## config.mk

```make
export PLATFORM = sky130hd
export DESIGN_NAME = apb_width_splitter
export DESIGN_NICKNAME = d
export VERILOG_FILES = /design/src/rtl/apb_split_pkg.sv /design/src/rtl/apb_width_splitter.sv
export SDC_FILE = /design/constraint.sdc
export NUM_CORES = 1
export LEC_CHECK = 0
export ABC_AREA = 1
export CAP_MARGIN = 0
export CORE_MARGIN = 4
export CORE_UTILIZATION = 45
export DETAILED_ROUTE_END_ITERATION = 8
export GPL_TIMING_DRIVEN = 0
export PLACE_DENSITY = 0.78
export SETUP_SLACK_MARGIN = 0.02
export SYNTH_ARGS = -nofsm -noshare
export SYNTH_HDL_FRONTEND = slang
export SYNTH_SLANG_ARGS = --single-unit
```

## constraint.sdc

```tcl
create_clock -name PCLK -period 1.58 [get_ports PCLK]
set_input_delay 0.158 -clock PCLK [delete_from_list [all_inputs] [get_ports PCLK]]
set_output_delay 0.158 -clock PCLK [all_outputs]
set_load 0.02 [all_outputs]
```

## src/rtl/apb_split_pkg.sv

```systemverilog
// rtl/apb_split_pkg.sv - shared types and sizing helpers for the APB width splitter
package apb_split_pkg;

  typedef enum logic [1:0] {
    ST_IDLE   = 2'd0,
    ST_SETUP  = 2'd1,
    ST_ACCESS = 2'd2,
    ST_DONE   = 2'd3
  } state_t;

  // Number of narrow beats that make up one wide transfer.
  function automatic int ratio_f(input int ds, input int dm);
    return ds / dm;
  endfunction

  // Beat counter width; never narrower than one bit so RATIO=1 still has a counter.
  function automatic int beat_w_f(input int r);
    return (r > 1) ? $clog2(r) : 1;
  endfunction

  // Bit offset of lane 'beat' inside a wide word whose lanes are 'dm' bits wide.
  function automatic int lane_lsb(input int beat, input int dm);
    return beat * dm;
  endfunction

endpackage

```

## src/rtl/apb_width_splitter.sv

```systemverilog
// rtl/apb_width_splitter.sv - splits one wide APB transfer into RATIO narrow transfers; optional APB_WIDTH_SPLITTER_PSTRB_EN
module apb_width_splitter
  import apb_split_pkg::*;
#(
  parameter int ADDR_WIDTH  = 13,
  parameter int DATAS_WIDTH = 32,
  parameter int DATAM_WIDTH = 8
) (
  input  logic                     PCLK,
  input  logic                     PRESETn,
  input  logic                     s_PSEL,
  input  logic                     s_PENABLE,
  input  logic                     s_PWRITE,
  input  logic [ADDR_WIDTH-1:0]    s_PADDR,
  input  logic [DATAS_WIDTH-1:0]   s_PWDATA,
`ifdef APB_WIDTH_SPLITTER_PSTRB_EN
  input  logic [DATAS_WIDTH/8-1:0] s_PSTRB,
`endif
  output logic [DATAS_WIDTH-1:0]   s_PRDATA,
  output logic                     s_PREADY,
  output logic                     s_PSLVERR,
  output logic                     m_PSEL,
  output logic                     m_PENABLE,
  output logic                     m_PWRITE,
  output logic [ADDR_WIDTH-1:0]    m_PADDR,
  output logic [DATAM_WIDTH-1:0]   m_PWDATA,
  input  logic [DATAM_WIDTH-1:0]   m_PRDATA,
  input  logic                     m_PREADY,
  input  logic                     m_PSLVERR
);

  localparam int RATIO  = ratio_f(DATAS_WIDTH, DATAM_WIDTH);
  localparam int BEAT_W = beat_w_f(RATIO);
  localparam int MBYTES = DATAM_WIDTH / 8;
  localparam int ALIGN  = $clog2(DATAS_WIDTH / 8);

  state_t                  state, state_n;
  logic [BEAT_W-1:0]       beat, nxt_beat;
  logic                    nxt_found;
  logic                    err;
  logic                    wr;
  logic [ADDR_WIDTH-1:0]   base;
  logic [DATAS_WIDTH-1:0]  wdata;
  logic [DATAS_WIDTH-1:0]  rbuf;
  logic [RATIO-1:0]        en_mask, new_mask, search_mask;
  int                      search_from;
  logic                    start;
  logic                    beat_done;

  assign start     = (state == ST_IDLE) & s_PSEL & ~s_PENABLE;
  assign beat_done = (state == ST_ACCESS) & m_PREADY;

`ifdef APB_WIDTH_SPLITTER_PSTRB_EN
  // Writes only issue beats with at least one strobed byte; reads issue every beat.
  always_comb begin
    new_mask = '1;
    if (s_PWRITE) begin
      for (int i = 0; i < RATIO; i++) begin
        new_mask[i] = |s_PSTRB[lane_lsb(i, MBYTES) +: MBYTES];
      end
    end
  end
`else
  assign new_mask = '1;
`endif

  // Find the next beat to issue: the first enabled one at or after the search start.
  always_comb begin
    if (state == ST_IDLE) begin
      search_mask = new_mask;
      search_from = 0;
    end else begin
      search_mask = en_mask;
      search_from = int'(beat) + 1;
    end
    nxt_found = 1'b0;
    nxt_beat  = '0;
    for (int i = RATIO - 1; i >= 0; i--) begin
      if (search_mask[i] && (i >= search_from)) begin
        nxt_found = 1'b1;
        nxt_beat  = BEAT_W'(i);
      end
    end
  end

  // State register.
  always_ff @(posedge PCLK or negedge PRESETn) begin
    if (!PRESETn) begin
      state <= ST_IDLE;
    end else begin
      state <= state_n;
    end
  end

  // Next-state and handshake outputs.
  always_comb begin
    state_n   = state;
    m_PSEL    = 1'b0;
    m_PENABLE = 1'b0;
    s_PREADY  = 1'b0;
    case (state)
      ST_IDLE: begin
        if (start) begin
          state_n = nxt_found ? ST_SETUP : ST_DONE;
        end
      end
      ST_SETUP: begin
        m_PSEL  = 1'b1;
        state_n = ST_ACCESS;
      end
      ST_ACCESS: begin
        m_PSEL    = 1'b1;
        m_PENABLE = 1'b1;
        if (m_PREADY) begin
          state_n = (m_PSLVERR || !nxt_found) ? ST_DONE : ST_SETUP;
        end
      end
      ST_DONE: begin
        s_PREADY = 1'b1;
        state_n  = ST_IDLE;
      end
      default: state_n = ST_IDLE;
    endcase
  end

  // Capture the wide request, then track beat, read lanes and sticky error.
  always_ff @(posedge PCLK or negedge PRESETn) begin
    if (!PRESETn) begin
      beat    <= '0;
      err     <= 1'b0;
      wr      <= 1'b0;
      base    <= '0;
      wdata   <= '0;
      rbuf    <= '0;
      en_mask <= '0;
    end else if (start) begin
      base    <= s_PADDR & ~(ADDR_WIDTH'((1 << ALIGN) - 1));
      wr      <= s_PWRITE;
      wdata   <= s_PWDATA;
      rbuf    <= '0;
      err     <= 1'b0;
      beat    <= nxt_beat;
      en_mask <= new_mask;
    end else if (beat_done) begin
      if (!wr && !m_PSLVERR) begin
        rbuf[lane_lsb(int'(beat), DATAM_WIDTH) +: DATAM_WIDTH] <= m_PRDATA;
      end
      if (m_PSLVERR) begin
        err <= 1'b1;
      end else if (nxt_found) begin
        beat <= nxt_beat;
      end
    end
  end

  // Downstream address/data are only driven while selected; base is aligned so no carry.
  assign m_PWRITE  = m_PSEL & wr;
  assign m_PADDR   = m_PSEL ? (base + ADDR_WIDTH'(beat) * ADDR_WIDTH'(MBYTES)) : '0;
  assign m_PWDATA  = m_PSEL ? wdata[lane_lsb(int'(beat), DATAM_WIDTH) +: DATAM_WIDTH] : '0;
  assign s_PRDATA  = s_PREADY ? rbuf : '0;
  assign s_PSLVERR = s_PREADY & err;

endmodule

```

==> results of run 1 <==
cell usage after synthesis:
master	number	area, um2
nor2_1	69	259
nor2_2	1	6.26
inv_4	1	6.26
nand2_1	254	953
inv_1	59	221
ha_1	10	125
o21a_1	1	7.51
a21oi_1	9	45.0
nand2_4	3	33.8
nand2_2	2	12.5
inv_2	2	7.51
nor3_2	1	10.0
nor2_8	2	40.0
o21ai_0	14	70.1
clkbuf_1	4	15.0
buf_4	6	45.0
buf_6	9	101
nand3_1	70	350
clkinv_4	1	8.76
nand4_1	3	18.8
o21ai_1	4	20.0
dfrtp_1	82	2050
nand4_4	2	42.5
clkinv_1	2	7.51
nand3_4	2	35.0
buf_2	8	40.0
metal layers:
layer / share of wire [%] / vias up / wire length [um] / GRT usage [%]
met3: 8.8 / 96 / 1490 / 3.64
met4: 5.4 / 0 / 910 / 8.84
met1: 37 / 2301 / 6200 / 30.5
met5: 0 / - / 0 / 0
met2: 49 / 353 / 8330 / 42.1
li1: - / 2262 / - / -
power groups by stage:
stage | registers, mW | logic (mW) | clock network (mW)
global placement | 3.10 | 4.61 | 0
floorplan | 3.02 | 3.08 | 0
global route | 3.21 | 8.64 | 1.91
finish | 3.16 | 8.18 | 1.81
CTS | 3.11 | 6.29 | 1.78
detailed placement | 3.13 | 4.71 | 0
worst paths after layout:
| kind | slack (ps) | start | cells after the start | end |
|---|---|---|---|---|
| min reg2reg | 490 | base[10]$_DFFE_PN0P_ | 2 | base[10]$_DFFE_PN0P_ |
| max | -350 | beat[0]$_DFFE_PN0P_ | 6 | m_PWDATA[0] |
| max reg2reg | -210 | beat[0]$_DFFE_PN0P_ | 9 | rbuf[18]$_DFFE_PN0P_ |
| min in group PCLK | 320 | s_PADDR[10] | 3 | base[10]$_DFFE_PN0P_ |
| min | 280 | PRESETn | 2 | rbuf[10]$_DFFE_PN0P_ |
| max in group asynchronous | 680 | PRESETn | 3 | wdata[18]$_DFFE_PN0P_ |
timing repair:
item / in CTS / in global routing
gates cloned: 3 / 7
hold buffers: 1 / 0
gates resized for setup: 372 / 150
setup endpoints to repair: 109 / 135
buffers inserted: 18 / 16
pin swaps: 56 / 41
hold endpoints to repair: 31 / 0
kinds of logic after synthesis:
family                   count (synthesis)  share of synthesized area (%)
AND/OR/NAND/NOR                        409                           38.9
buffers and inverters                   92                           9.99
AO/OA/AOI/OAI                           28                           3.15
flip-flops                              82                           45.3
adder cells (fa/ha/maj)                 10                           2.76
stage by stage:
stage               cells  total power [mW]  TNS, ps  util [%]  setup WS [ps]
floorplan             621              6.10     -226         -          -25.4
global placement      869              7.71  -221520      60.0          -2360
detailed placement    870              7.84   -31040      60.2           -647
CTS                   908              11.2    -8410      67.1           -266
global route          930              13.8   -24760      75.6           -436
finish                930              13.1   -19190      75.6           -346
cell usage in the layout, fill, tap and decap left out, drive strengths merged:
cell	n
dlygate4sd3	1
dlygate4sd2	1
a21oi	9
clkdlybuf4s50	56
bufinv	2
clkbuf	19
clkinv	6
nor2	72
ha	10
o21ai	18
nand4	6
o21a	1
dfrtp	82
nand2	259
nand3	72
buf	119
nor3	1
inv	62
clkinvlp	1
state kept, by name, summed over array words and instances (netlist names):
register  count
rbuf         32
wdata        32
base         11
beat          2
state         2
en_mask       1
err           1
wr            1
worst reg2reg max path, cell delays in order, from the launching register on:
cell     delay [ps]
dfrtp_1         390
buf_6           140
inv_8            40
buf_8           120
buf_8           130
ha_4            370
nand3_4         200
nor2_4          160
nand3_2         100
nand2_2          80
final cells by class:
cell class                 instances  area (um2)
inverter                          65         304
timing repair buffer             158        1610
fill                             661        2390
clock inverter                     5        86.3
buffer                            27         348
tap                              133         166
multi-input combinational        448        2660
sequential                        82        2050
clock buffer                      11         151
timing repair inverter             1        8.76
==> results.sh, run 1 <==
export IMPL_status="finished, violations left"
export IMPL_violations="negative setup slack"
export IMPL_period_needed_ps=1930
export IMPL_switchingPower_mw=5.83
export IMPL_htree_num_levels=3
export IMPL_die_w_um=108
export IMPL_routed_via_density=5.39
export IMPL_clkTransAtPathRegs_ps=90
export IMPL_diodes=0
export IMPL_crit_family="compound AO/OA/AOI/OAI gates"
export IMPL_io_buffers=115
export IMPL_antenna_found_initial=0
export IMPL_combPwrFrac_pct=62.2
export IMPL_p_clk_share_pct=13.8
export IMPL_die_h_um=108
export IMPL_max_slew_margin_pct=68.3
export IMPL_cp_max_fo=10
export IMPL_drtPass1Iterations=5
export IMPL_cts_tree="yes"
export IMPL_endpoint_kind="output pin"
export IMPL_remaining_drc_errors=0
export IMPL_rsz0062_at_grt="true"
export IMPL_grt_pass1_wl_um=22400
export IMPL_synth_area_per_cell_um2=7.30
export IMPL_cts_buffers=9
export IMPL_worstPathRequired_ps=1420
export IMPL_cpMaxStageDelayCell="o21ai_0"
export IMPL_synth_cells=621
export IMPL_stdcell_area_um2=7390
export IMPL_cts_sinks=82
export IMPL_drv_slew=0
export IMPL_place_congestion=0.964
export IMPL_layout_drive_gt1_share_pct=33.2
export IMPL_seq_power_share_pct=24.1
export IMPL_fin_ws_ps=-346
export IMPL_yosysSeqAreaShare_pct=45.3
export IMPL_clk_latency_ps=360
export IMPL_setup_violations=104
export IMPL_syn_num_nets=691
export IMPL_cp_num_buf_inv=4
export IMPL_wire_per_inst_um=18.2
export IMPL_place_area_um2=5890
export IMPL_synth_seq_cells=82
export IMPL_clockBufferDepth=2
export IMPL_rows=36
export IMPL_timing_fmax_ghz=0.519
export IMPL_routed_wl_um=16900
export IMPL_io_pins=118
export IMPL_worst_setup_path_start_kind="register"
export IMPL_drt_iter0_drc=370
export IMPL_syn2layout_area_growth_pct=62.9
export IMPL_timing_critical_path_mode_cell="buf_6"
export IMPL_start_util_pct=46.4
export IMPL_swShare_pct=44.3
export IMPL_ys_types=26
export IMPL_finalNetCount=862
export IMPL_clock_skew_ps=11.1
export IMPL_powerDensity_nw_per_um2=1780
export IMPL_core_area_um2=9770
export IMPL_grt_total_usage_pct=24.2
export IMPL_slowest_delay_ps=410
export IMPL_cts_root_buf="clkbuf_8"
export IMPL_overflow=0
export IMPL_antenna_left=0
export IMPL_ys_warn_count=0
export IMPL_synth_area_um2=4530
export IMPL_min_period_over_period_pct=122
export IMPL_worst_pin_slew_ps=470
export IMPL_die_area_um2=11700
export IMPL_dp_hpwl_um=9190
export IMPL_vias=5012
export IMPL_internal_power_mw=7.32
export IMPL_hold_slack_ps=282
export IMPL_critical_path_cell_chain="buf_6 > inv_8 > buf_4 > o21ai_0 > a21oi_4 > buf_6"
export IMPL_grt_pass1_vias=4742
export IMPL_worstPathArrival_ps=1770
export IMPL_finalHoldViolCount=0
export IMPL_grt_max_degree=52
export IMPL_hold_path_class="input pin to async pin"
export IMPL_crit_type="register to output pin"
export IMPL_leakage_nw=3.89
export IMPL_vdd_drop_max_v=0.00141
export IMPL_cap_violations=0
No activity file was read; power rests on OpenSTA's default activity.
==> run 2: changes to the inputs <==
- CORE_UTILIZATION: 45 -> 32
- GPL_ROUTABILITY_DRIVEN: unset -> 0
- PLACE_DENSITY: 0.78 -> unset
==> results.sh, run 2 (synthesis results as in run 1) <==
export IMPL_status="finished, violations left"
export IMPL_violations="negative setup slack"
export IMPL_rows=43
export IMPL_fin_ws_ps=-327
export IMPL_grt_total_usage_pct=16.7
export IMPL_cts_tree="yes"
export IMPL_crit_type="register to output pin"
export IMPL_cts_sinks=82
export IMPL_wire_per_inst_um=14.7
export IMPL_max_slew_margin_pct=69.6
export IMPL_rrSetupSlack_ps=-170
export IMPL_layout_drive_gt1_share_pct=28.9
export IMPL_start_util_pct=32.7
export IMPL_worstPathArrival_ps=1750
export IMPL_utilization_pct=53.0
export IMPL_powerDensity_nw_per_um2=1710
export IMPL_die_h_um=127
export IMPL_crit_end="m_PWDATA[3]"
export IMPL_worst_pin_slew_ps=451
export IMPL_io_pins=118
export IMPL_routed_via_density=4.72
export IMPL_finalNetCount=854
export IMPL_syn2layout_area_growth_pct=62.3
export IMPL_worst_setup_path_start_kind="register"
export IMPL_grt_max_degree=52
export IMPL_vdd_drop_max_v=0.00139
export IMPL_rr_endpoint="rbuf[10]$_DFFE_PN0P_"
export IMPL_clk_latency_ps=350
export IMPL_rsz0062_at_grt="true"
export IMPL_layout_commonest_cell="nand2_1"
export IMPL_grt_pass1_vias=4467
export IMPL_die_w_um=127
export IMPL_core_area_um2=13900
export IMPL_drv_slew=0
export IMPL_routed_wl_um=14300
export IMPL_setup_violations=138
export IMPL_antenna_left=0
export IMPL_vias=4577
export IMPL_reg2reg_from="state[0]$_DFFE_PN0P_"
export IMPL_diodes=0
export IMPL_die_area_um2=16100
export IMPL_period_needed_ps=1910
export IMPL_antenna_found_initial=0
export IMPL_leakage_nw=3.84
export IMPL_clockBufferDepth=2
export IMPL_endpoint_kind="output pin"
export IMPL_drtPass1Iterations=7
export IMPL_mostFrequentLayoutCells="nand2_1, dfrtp_1, nor2_1, clkdlybuf4s50_1, inv_1"
export IMPL_io_buffers=115
export IMPL_htree_num_levels=3
export IMPL_min_period_over_period_pct=121
export IMPL_cts_root_buf="clkbuf_16"
export IMPL_clkTransAtPathRegs_ps=60
export IMPL_critPathLaunch="state[0]$_DFFE_PN0P_"
export IMPL_fillers=1269
export IMPL_remaining_drc_errors=0
export IMPL_cts_buffers=9
export IMPL_cp_max_fo=4
export IMPL_timing_fmax_ghz=0.524
export IMPL_drt_iter0_drc=357
export IMPL_cap_violations=0
export IMPL_finalHoldViolCount=0
export IMPL_reg_largest_list="rbuf: 32 flops, wdata: 32 flops, base: 11 flops"
export IMPL_worstPathRequired_ps=1420
export IMPL_reg2reg_depth=9
export IMPL_grt_pass1_wl_um=21700
export IMPL_dp_hpwl_um=9720
export IMPL_overflow=0
export IMPL_fin_setup_tns_ps=-23010
export IMPL_clock_skew_ps=6.81
export IMPL_hold_path_class="input pin to async pin"
export IMPL_dpl_worst_slack_ps=-827
-- run 2: cell count changes in the layout (fill, tap and decap cells not counted), moves of 7 or more --
| cell | change |
|---|---|
| nor2_1 | +19 |
| nand2_1 | +7 |
| clkdlybuf4s15_2 | +34 |
| clkbuf_16 | +11 |
| buf_2 | -8 |
| buf_6 | -17 |
| nor2_4 | -9 |
| clkbuf_8 | -9 |
| nand3_4 | -13 |
| nand3_2 | +16 |
| nor2_2 | -10 |
| buf_4 | -17 |
-- run 2: layer usage --
metal / share of wire (%) / vias to the layer above / global-route usage [%]
met5: 0 / - / 0
met4: 1.9 / 0 / 5.55
met3: 6.4 / 25 / 3.89
met2: 47 / 159 / 26.9
met1: 45 / 2152 / 22.4
li1: - / 2241 / -
-- run 2: stage by stage --
stage | hold slack [ps] | std cells | cell area (um2) | total power, mW
global route | 352 | 969 | 7360 | 13.4
global placement | 449 | 916 | 5920 | 7.83
CTS | 318 | 947 | 6730 | 11.7
finish | 301 | 969 | 7360 | 12.6
floorplan | -138 | 621 | 4550 | 6.10
detailed placement | 130 | 917 | 5950 | 7.90
-- run 2: how the worst min path moves through the flow --
stage / slack [ps] / startpoint / cells after the start / endpoint
2_1_floorplan: -140 / PRESETn / 0 / base[10]$_DFFE_PN0P_
3_3_place_gp: 450 / en_mask[0]$_DFFE_PN0P_ / 2 / en_mask[0]$_DFFE_PN0P_
5_1_grt: 350 / PRESETn / 2 / rbuf[8]$_DFFE_PN0P_
4_1_cts: 320 / PRESETn / 2 / rbuf[9]$_DFFE_PN0P_
6_report: 300 / PRESETn / 2 / rbuf[9]$_DFFE_PN0P_
3_5_place_dp: 130 / PRESETn / 1 / rbuf[9]$_DFFE_PN0P_
-- run 2: cell type report --
class | instances | area, um2 | share of cell area (%)
clock buffer | 9 | 225 | 3.06
sequential | 82 | 2050 | 27.9
multi-input combinational | 448 | 2440 | 33.1
inverter | 65 | 278 | 3.77
tap | 180 | 225 | 3.06
timing repair buffer | 151 | 1660 | 22.6
clock inverter | 7 | 141 | 1.92
buffer | 27 | 338 | 4.59
-- run 2: repair_timing --
action                     4_1_cts  5_1_grt
hold endpoints to repair        31        0
pin swaps                        3       13
hold buffers                     1        0
buffers inserted                13       14
gates cloned                     0       10
gates resized for setup        273      105
setup endpoints to repair      106      138
-- run 2: worst max-delay path: stages, from the launching register on --
cell	delay, ps
dfrtp_1	420
inv_2	80
ha_4	320
clkinvlp_4	140
buf_12	160
a21oi_4	140
buf_6	140
-- run 2: power breakdown --
part / internal [mW] / switching (mW) / total (mW)
clock: 1.70 / 0.884 / 2.59
combinational: 3.10 / 3.77 / 6.87
sequential: 2.73 / 0.424 / 3.15
